## config.mk

```make
export PLATFORM = sky130hd
export DESIGN_NAME = mem_bus_ctrl
export DESIGN_NICKNAME = d
export VERILOG_FILES = /design/src/rtl/mem_bus_ctrl.sv
export SDC_FILE = /design/constraint.sdc
export NUM_CORES = 1
export LEC_CHECK = 0
export CAP_MARGIN = 20
export CORE_MARGIN = 2
export CORE_UTILIZATION = 30
export CTS_CLUSTER_DIAMETER = 60
export DETAILED_ROUTE_END_ITERATION = 8
export GPL_TIMING_DRIVEN = 0
export PLACE_DENSITY = 0.63
export REMOVE_ABC_BUFFERS = 1
export SKIP_LAST_GASP = 1
export SLEW_MARGIN = 20
export SYNTH_ARGS = -nofsm -noshare
export SYNTH_HDL_FRONTEND = slang
export SYNTH_SLANG_ARGS = --single-unit
```

## constraint.sdc

```tcl
create_clock -name clk -period 3.1 [get_ports clk]
set_input_delay 0.775 -clock clk [delete_from_list [all_inputs] [get_ports clk]]
set_output_delay 0.775 -clock clk [all_outputs]
set_load 0.01 [all_outputs]
```

## src/rtl/mem_bus_ctrl.sv

```systemverilog
// Memory bus controller: bridges the d16 core memory port to a req/ack word-wide RAM bus,
// with byte-lane steering, a per-transaction timeout and a one-word read buffer.
module mem_bus_ctrl #(
  parameter int ADDR_W  = 15,
  parameter int TIMEOUT = 255
) (
  input  logic              clk,
  input  logic              rst,
  input  logic              en_i,
  input  logic              write_enable_i,
  input  logic              byte_enable_i,
  input  logic              byte_select_i,
  input  logic [15:0]       addr_i,
  input  logic [15:0]       data_in_i,
  output logic [15:0]       data_out_o,
  output logic              mem_wait_o,
  output logic              bus_err_o,
  output logic              ram_req_o,
  output logic              ram_we_o,
  output logic [1:0]        ram_be_o,
  output logic [ADDR_W-1:0] ram_addr_o,
  output logic [15:0]       ram_wdata_o,
  input  logic              ram_ack_i,
  input  logic [15:0]       ram_rdata_i
);

  typedef enum logic [1:0] {IDLE, REQ, DONE} state_e;

  // The abort fires on the TIMEOUT-th edge after REQ entry, i.e. when the count is one short.
  localparam logic [15:0] CntLast = 16'(TIMEOUT - 1);

  state_e              state_q, state_d;
  logic [15:0]         cnt_q, cnt_d;
  logic                buf_valid_q, buf_valid_d;
  logic [ADDR_W-1:0]   buf_addr_q, buf_addr_d;
  logic [15:0]         buf_data_q, buf_data_d;
  logic [15:0]         data_out_q, data_out_d;
  logic                bus_err_q, bus_err_d;
  logic                ram_req_q, ram_req_d;
  logic                ram_we_q, ram_we_d;
  logic [1:0]          ram_be_q, ram_be_d;
  logic [ADDR_W-1:0]   ram_addr_q, ram_addr_d;
  logic [15:0]         ram_wdata_q, ram_wdata_d;

  logic                hit;
  logic                capture;
  logic                ack_evt;
  logic                timeout_evt;
  logic                wr_to_buf;
  logic [1:0]          req_lanes;

  generate
    if (ADDR_W < 16) begin : g_addr_hi
      logic unused_addr_hi;
      assign unused_addr_hi = ^addr_i[15:ADDR_W];
    end
  endgenerate

  function automatic logic [15:0] extract(input logic [15:0] word, input logic [1:0] lanes);
    case (lanes)
      2'b10:   return {8'h00, word[15:8]};
      2'b01:   return {8'h00, word[7:0]};
      default: return word;
    endcase
  endfunction

  always_ff @(posedge clk) begin
    if (rst) state_q <= IDLE;
    else     state_q <= state_d;
  end

  always_comb begin
    state_d = state_q;
    case (state_q)
      IDLE:    if (capture) state_d = REQ;
      REQ:     if (ack_evt || timeout_evt) state_d = DONE;
      DONE:    state_d = IDLE;
      default: state_d = IDLE;
    endcase
  end

  always_comb begin
    req_lanes   = !byte_enable_i ? 2'b11 : (byte_select_i ? 2'b10 : 2'b01);
    hit         = (state_q == IDLE) && en_i && !write_enable_i && buf_valid_q &&
                  (addr_i[ADDR_W-1:0] == buf_addr_q);
    capture     = (state_q == IDLE) && en_i && !hit;
    ack_evt     = (state_q == REQ) && ram_ack_i;
    timeout_evt = (state_q == REQ) && !ram_ack_i && (cnt_q == CntLast);
    wr_to_buf   = ram_we_q && (ram_addr_q == buf_addr_q);
    mem_wait_o  = (state_q == REQ) || capture;
  end

  always_comb begin
    cnt_d       = cnt_q;
    buf_valid_d = buf_valid_q;
    buf_addr_d  = buf_addr_q;
    buf_data_d  = buf_data_q;
    data_out_d  = data_out_q;
    bus_err_d   = bus_err_q;
    ram_req_d   = ram_req_q;
    ram_we_d    = ram_we_q;
    ram_be_d    = ram_be_q;
    ram_addr_d  = ram_addr_q;
    ram_wdata_d = ram_wdata_q;

    if (hit) begin
      data_out_d = extract(buf_data_q, req_lanes);
    end

    if (capture) begin
      ram_req_d   = 1'b1;
      ram_we_d    = write_enable_i;
      ram_be_d    = req_lanes;
      ram_addr_d  = addr_i[ADDR_W-1:0];
      ram_wdata_d = byte_enable_i ? {data_in_i[7:0], data_in_i[7:0]} : data_in_i;
      cnt_d       = 16'd0;
    end

    if (state_q == REQ) begin
      cnt_d = cnt_q + 16'd1;
      if (ack_evt || timeout_evt) begin
        ram_req_d = 1'b0;
        ram_we_d  = 1'b0;
        cnt_d     = 16'd0;
        if (wr_to_buf) buf_valid_d = 1'b0;
      end
      if (ack_evt && !ram_we_q) begin
        buf_valid_d = 1'b1;
        buf_addr_d  = ram_addr_q;
        buf_data_d  = ram_rdata_i;
        data_out_d  = extract(ram_rdata_i, ram_be_q);
      end
      if (timeout_evt) begin
        bus_err_d = 1'b1;
        if (!ram_we_q) data_out_d = 16'hFFFF;
      end
    end
  end

  always_ff @(posedge clk) begin
    if (rst) begin
      cnt_q       <= 16'd0;
      buf_valid_q <= 1'b0;
      buf_addr_q  <= '0;
      buf_data_q  <= 16'd0;
      data_out_q  <= 16'd0;
      bus_err_q   <= 1'b0;
      ram_req_q   <= 1'b0;
      ram_we_q    <= 1'b0;
      ram_be_q    <= 2'b00;
      ram_addr_q  <= '0;
      ram_wdata_q <= 16'd0;
    end else begin
      cnt_q       <= cnt_d;
      buf_valid_q <= buf_valid_d;
      buf_addr_q  <= buf_addr_d;
      buf_data_q  <= buf_data_d;
      data_out_q  <= data_out_d;
      bus_err_q   <= bus_err_d;
      ram_req_q   <= ram_req_d;
      ram_we_q    <= ram_we_d;
      ram_be_q    <= ram_be_d;
      ram_addr_q  <= ram_addr_d;
      ram_wdata_q <= ram_wdata_d;
    end
  end

  assign data_out_o  = data_out_q;
  assign bus_err_o   = bus_err_q;
  assign ram_req_o   = ram_req_q;
  assign ram_we_o    = ram_we_q;
  assign ram_be_o    = ram_be_q;
  assign ram_addr_o  = ram_addr_q;
  assign ram_wdata_o = ram_wdata_q;

endmodule

```

==> impl_results.md, run 1 <==
- Run status: finished, final reports clean
- Pin count of the biggest net entering global routing: 94
- TNS Setup: 0 ps
- DRC viols: 0
- Worst setup endpoint: mem_wait_o
- Vias per cell: 5.02
- CP endpoint kind: primary output
- Share of layout cells above drive strength 1: 0.113
- Yosys cell types: 48
- Die extent in y: 135 um
- Cells after DPL: 898
- Syn Area/Cell: 8.60 um^2
- Switching Share: 0.266
- Worst VDD drop: 0.000286 V
- Post-Syn Area: 5180 um^2
- Internal Power: 0.00226 W
- TritonRoute pass-1 iters: 4
- Layout Cells excl Fill: 924
- Buffer type at the clock tree root: clkbuf_16
- Max Freq: 335 MHz
- Crit path launch type: input port
- Stages on worst setup path: 7
- Dpl ws: -1300 ps
- Final setup fails: 0
- Final #Nets: 753
- Core Rows: 48
- Crit path cell chain: clkdlybuf4s50_1 > xor2_2 > nor3_4 > and3_4 > a2bb2oi_2 > buf_6 > buf_2
- Final Max Slew Viols: 0
- Antenna violations before repair: 1
- Max Cap Viol: 0
- Cell family with most CP delay: buffers and inverters
- H-Tree Depth: 3
- Seq. cell area: 2040 um^2
- Yosys reg bits: 102
- Vias in the first global route: 4210
- Period utilization: 0.962
- Leak: 2.40 nW
- Slowest-stage cell, CP: clkdlybuf4s50_1
- Final hold vios: 0
- Worst setup startpoint: addr_i[0]
- Avg WL per Cell: 15.7 um
- Grt ovf: 0
- PortBufs: 106
- Global placer's final weighted congestion: 0.754
- Worst hold slack: 456 ps
- Clock sink count: 102
- IO Count: 108
- Critical path buffer and inverter count: 3
- Worst-Skew Late Latency: 360 ps
- Crit path time final: 2980 ps
- Worst Skew: 9.32 ps
- CTS tree: done
- Routed Antenna Nets: 0
- Area of the multi-input gates: 3050 um^2
- Post-synthesis cell count: 602
- CTS Buf Count: 9
- FF-to-FF End: ram_wdata_o[9]$_SDFFE_PP0P_
- Pwr Density: 438 nW/um^2
- Hold crit path type: register to register
- N_diodes: 0
- Area post-placement: 6540 um^2
- Total GRT Usage: 0.159
- Unrepaired setup endpoints after global routing: false
- Design area: 7030 um^2
- Starting Density: 0.304
- Net switching power figure: 0.000819 W
- Post-synth EDFFs: 0
- Via count: 4635
- Clock tree buffer depth: 2
- Post-route setup slack: 119 ps
- Share of flip-flops with an asynchronous set or reset: 0
- CP max stage delay: 470 ps
- Worst R2R Setup Slack: 410 ps
- Fillers: 1704
- Worst path required time: 2320 ps
- Warnings, synthesis: 0
- Part of the Yosys area used for sequential elements: 0.394
- DRT Wirelength: 14500 um
- Critical-path maximum fanout: 3
- Cells on worst reg2reg path: 6
- CTS clock-pin slew for the worst setup and hold paths: 70 ps
- R2r startpoint: state_q[1]$_SDFFE_PP0P_
- Relative slew slack: 0.291
- Clock share of power: 0.367
- Die X-Extent: 135 um
- Hold wc startpoint: buf_data_q[1]$_SDFFE_PP0P_
- Slew @ Worst Pin: 1060 ps
- Area delta synth->final: 35.8%
- Combinational power share: 0.174
- Hold Buf Count CTS: 0
- Die area: 18300 um^2
- Ys flop type: dfxtp_1
- First-pass GRT wire length: 22900 um
- Seq pwr share: 0.459
- HPWL after DPL: 9510 um
- First DRT Iteration DRCs: 385
- Setup CP Type: input port to primary output
- Worst EP arrival: 2210 ps
- Core Area: 17100 um^2
-- state kept, by name, indices dropped and copies added, names as in the netlist --
| name | count |
|---|---|
| buf_addr_q | 15 |
| buf_data_q | 16 |
| buf_valid_q | 1 |
| bus_err_o | 1 |
| cnt_q | 16 |
| data_out_o | 16 |
| ram_addr_o | 15 |
| ram_be_o | 2 |
| ram_req_o | 1 |
| ram_wdata_o | 16 |
| ram_we_o | 1 |
| state_q | 2 |
-- cell type report --
class,count,area share
clock buffer,12,0.0379
clock inverter,4,0.00427
inverter,14,0.00748
multi-input combinational,439,0.434
sequential,102,0.290
tap,225,0.0400
timing repair buffer,128,0.185
-- metrics by stage --
step | total power [W] | utilization
floorplan | 0.00167 | -
global placement | 0.00194 | 0.371
detailed placement | 0.00196 | 0.383
CTS | 0.00311 | 0.410
global route | 0.00322 | 0.412
finish | 0.00308 | 0.412
-- timing repair --
item | in CTS | in global routing
setup endpoints to repair | 48 | 10
resized for setup | 26 | 6
pin swaps | 7 | 4
cloned | 1 | 0
buffers inserted | 7 | 2
-- cells in the mapped netlist (all sizes together), types with 2 or more instances --
library cell	instances	share of area
a211oi	28	0.041
a21oi	51	0.049
a22oi	9	0.013
a311oi	13	0.022
a41oi	5	0.0085
and2	2	0.0024
buf	14	0.013
clkbuf	34	0.025
dfxtp	102	0.39
ha	4	0.0097
inv	14	0.010
mux2	16	0.035
mux2i	24	0.046
nand2	84	0.061
nand2b	63	0.076
nand3	14	0.014
nand3b	2	0.0029
nand4	16	0.019
nor2	8	0.0058
nor2b	2	0.0024
nor3	4	0.0039
nor4	5	0.010
nor4b	2	0.0034
o211ai	8	0.012
o21a	2	0.0029
o21ai	15	0.014
o22a	8	0.014
o311a	8	0.015
or4	2	0.0029
xnor2	18	0.030
xor2	12	0.020
-- worst register-to-register path: stages (launching register included) --
cell	delay, ps
dfxtp_1	380
nor3b_4	270
nand4_1	180
or4b_1	940
o21ai_1	460
buf_4	250
a211oi_1	90
-- layer usage --
layer,GRT usage,part of all wire,up-vias
met5,0,0.00089,-
met4,0.0313,0.0044,2
met3,0.0453,0.056,7
met2,0.247,0.46,106
met1,0.220,0.48,2181
li1,-,-,2339
-- worst min path at each step --
stage	to	slack, ps	cells past startpoint
after floorplan	buf_data_q[0]$_SDFFE_PP0P_	430	2
after global placement	buf_data_q[5]$_SDFFE_PP0P_	440	2
after detailed placement	buf_data_q[4]$_SDFFE_PP0P_	450	2
after CTS	buf_data_q[1]$_SDFFE_PP0P_	460	2
after global routing	buf_data_q[3]$_SDFFE_PP0P_	470	2
final	buf_data_q[1]$_SDFFE_PP0P_	460	2
-- placed cells by master, fill, tap and decap left out, types with 9 or more instances in the layout --
cell	Yosys	layout
nand3_1	14	13
a311oi_1	13	13
mux2_2	16	16
a211oi_1	28	28
xnor2_1	18	17
nand2b_1	63	63
a21oi_1	51	49
clkdlybuf4s50_1	0	94
clkbuf_16	0	9
a22oi_1	9	9
inv_1	14	14
o21ai_0	15	14
nand2_1	84	84
nand4_1	16	16
mux2i_1	24	24
buf_4	0	10
dfxtp_1	102	102
-- power by group through the flow --
| stage | Sequential (W) | Combinational [W] | Clock (W) |
|---|---|---|---|
| 6_report | 0.00141 | 0.000536 | 0.00113 |
| 2_1_floorplan | 0.00145 | 0.000216 | 0 |
| 3_5_place_dp | 0.00144 | 0.000518 | 0 |
| 3_3_place_gp | 0.00144 | 0.000500 | 0 |
| 5_1_grt | 0.00142 | 0.000581 | 0.00122 |
| 4_1_cts | 0.00141 | 0.000539 | 0.00116 |
-- cells by family (layout without fill, tap and decap cells) --
kind of cell / Yosys count / count (layout) / share of synthesized area
AND/OR/NAND/NOR: 211 / 212 / 0.215
AO/OA/AOI/OAI: 153 / 153 / 0.201
buffers and inverters: 62 / 158 / 0.0481
multiplexers: 40 / 40 / 0.0812
flip-flops: 102 / 102 / 0.394
adder cells (fa/ha/maj): 4 / 4 / 0.00967
XOR/XNOR: 30 / 30 / 0.0507
Power figures use the tool's default switching activity.
==> run 2: changes to the inputs <==
- GPL_ROUTABILITY_DRIVEN: unset -> 0
==> results of run 2 <==
The final DEF is identical to that of run 1; final timing and power are the same.
==> run 3: changes to the inputs <==
- CTS_BUF_LIST: unset -> sky130_fd_sc_hd__clkbuf_8 sky130_fd_sc_hd__clkbuf_16
==> results of run 3 <==
The final DEF is identical to that of run 1; final timing and power are the same.
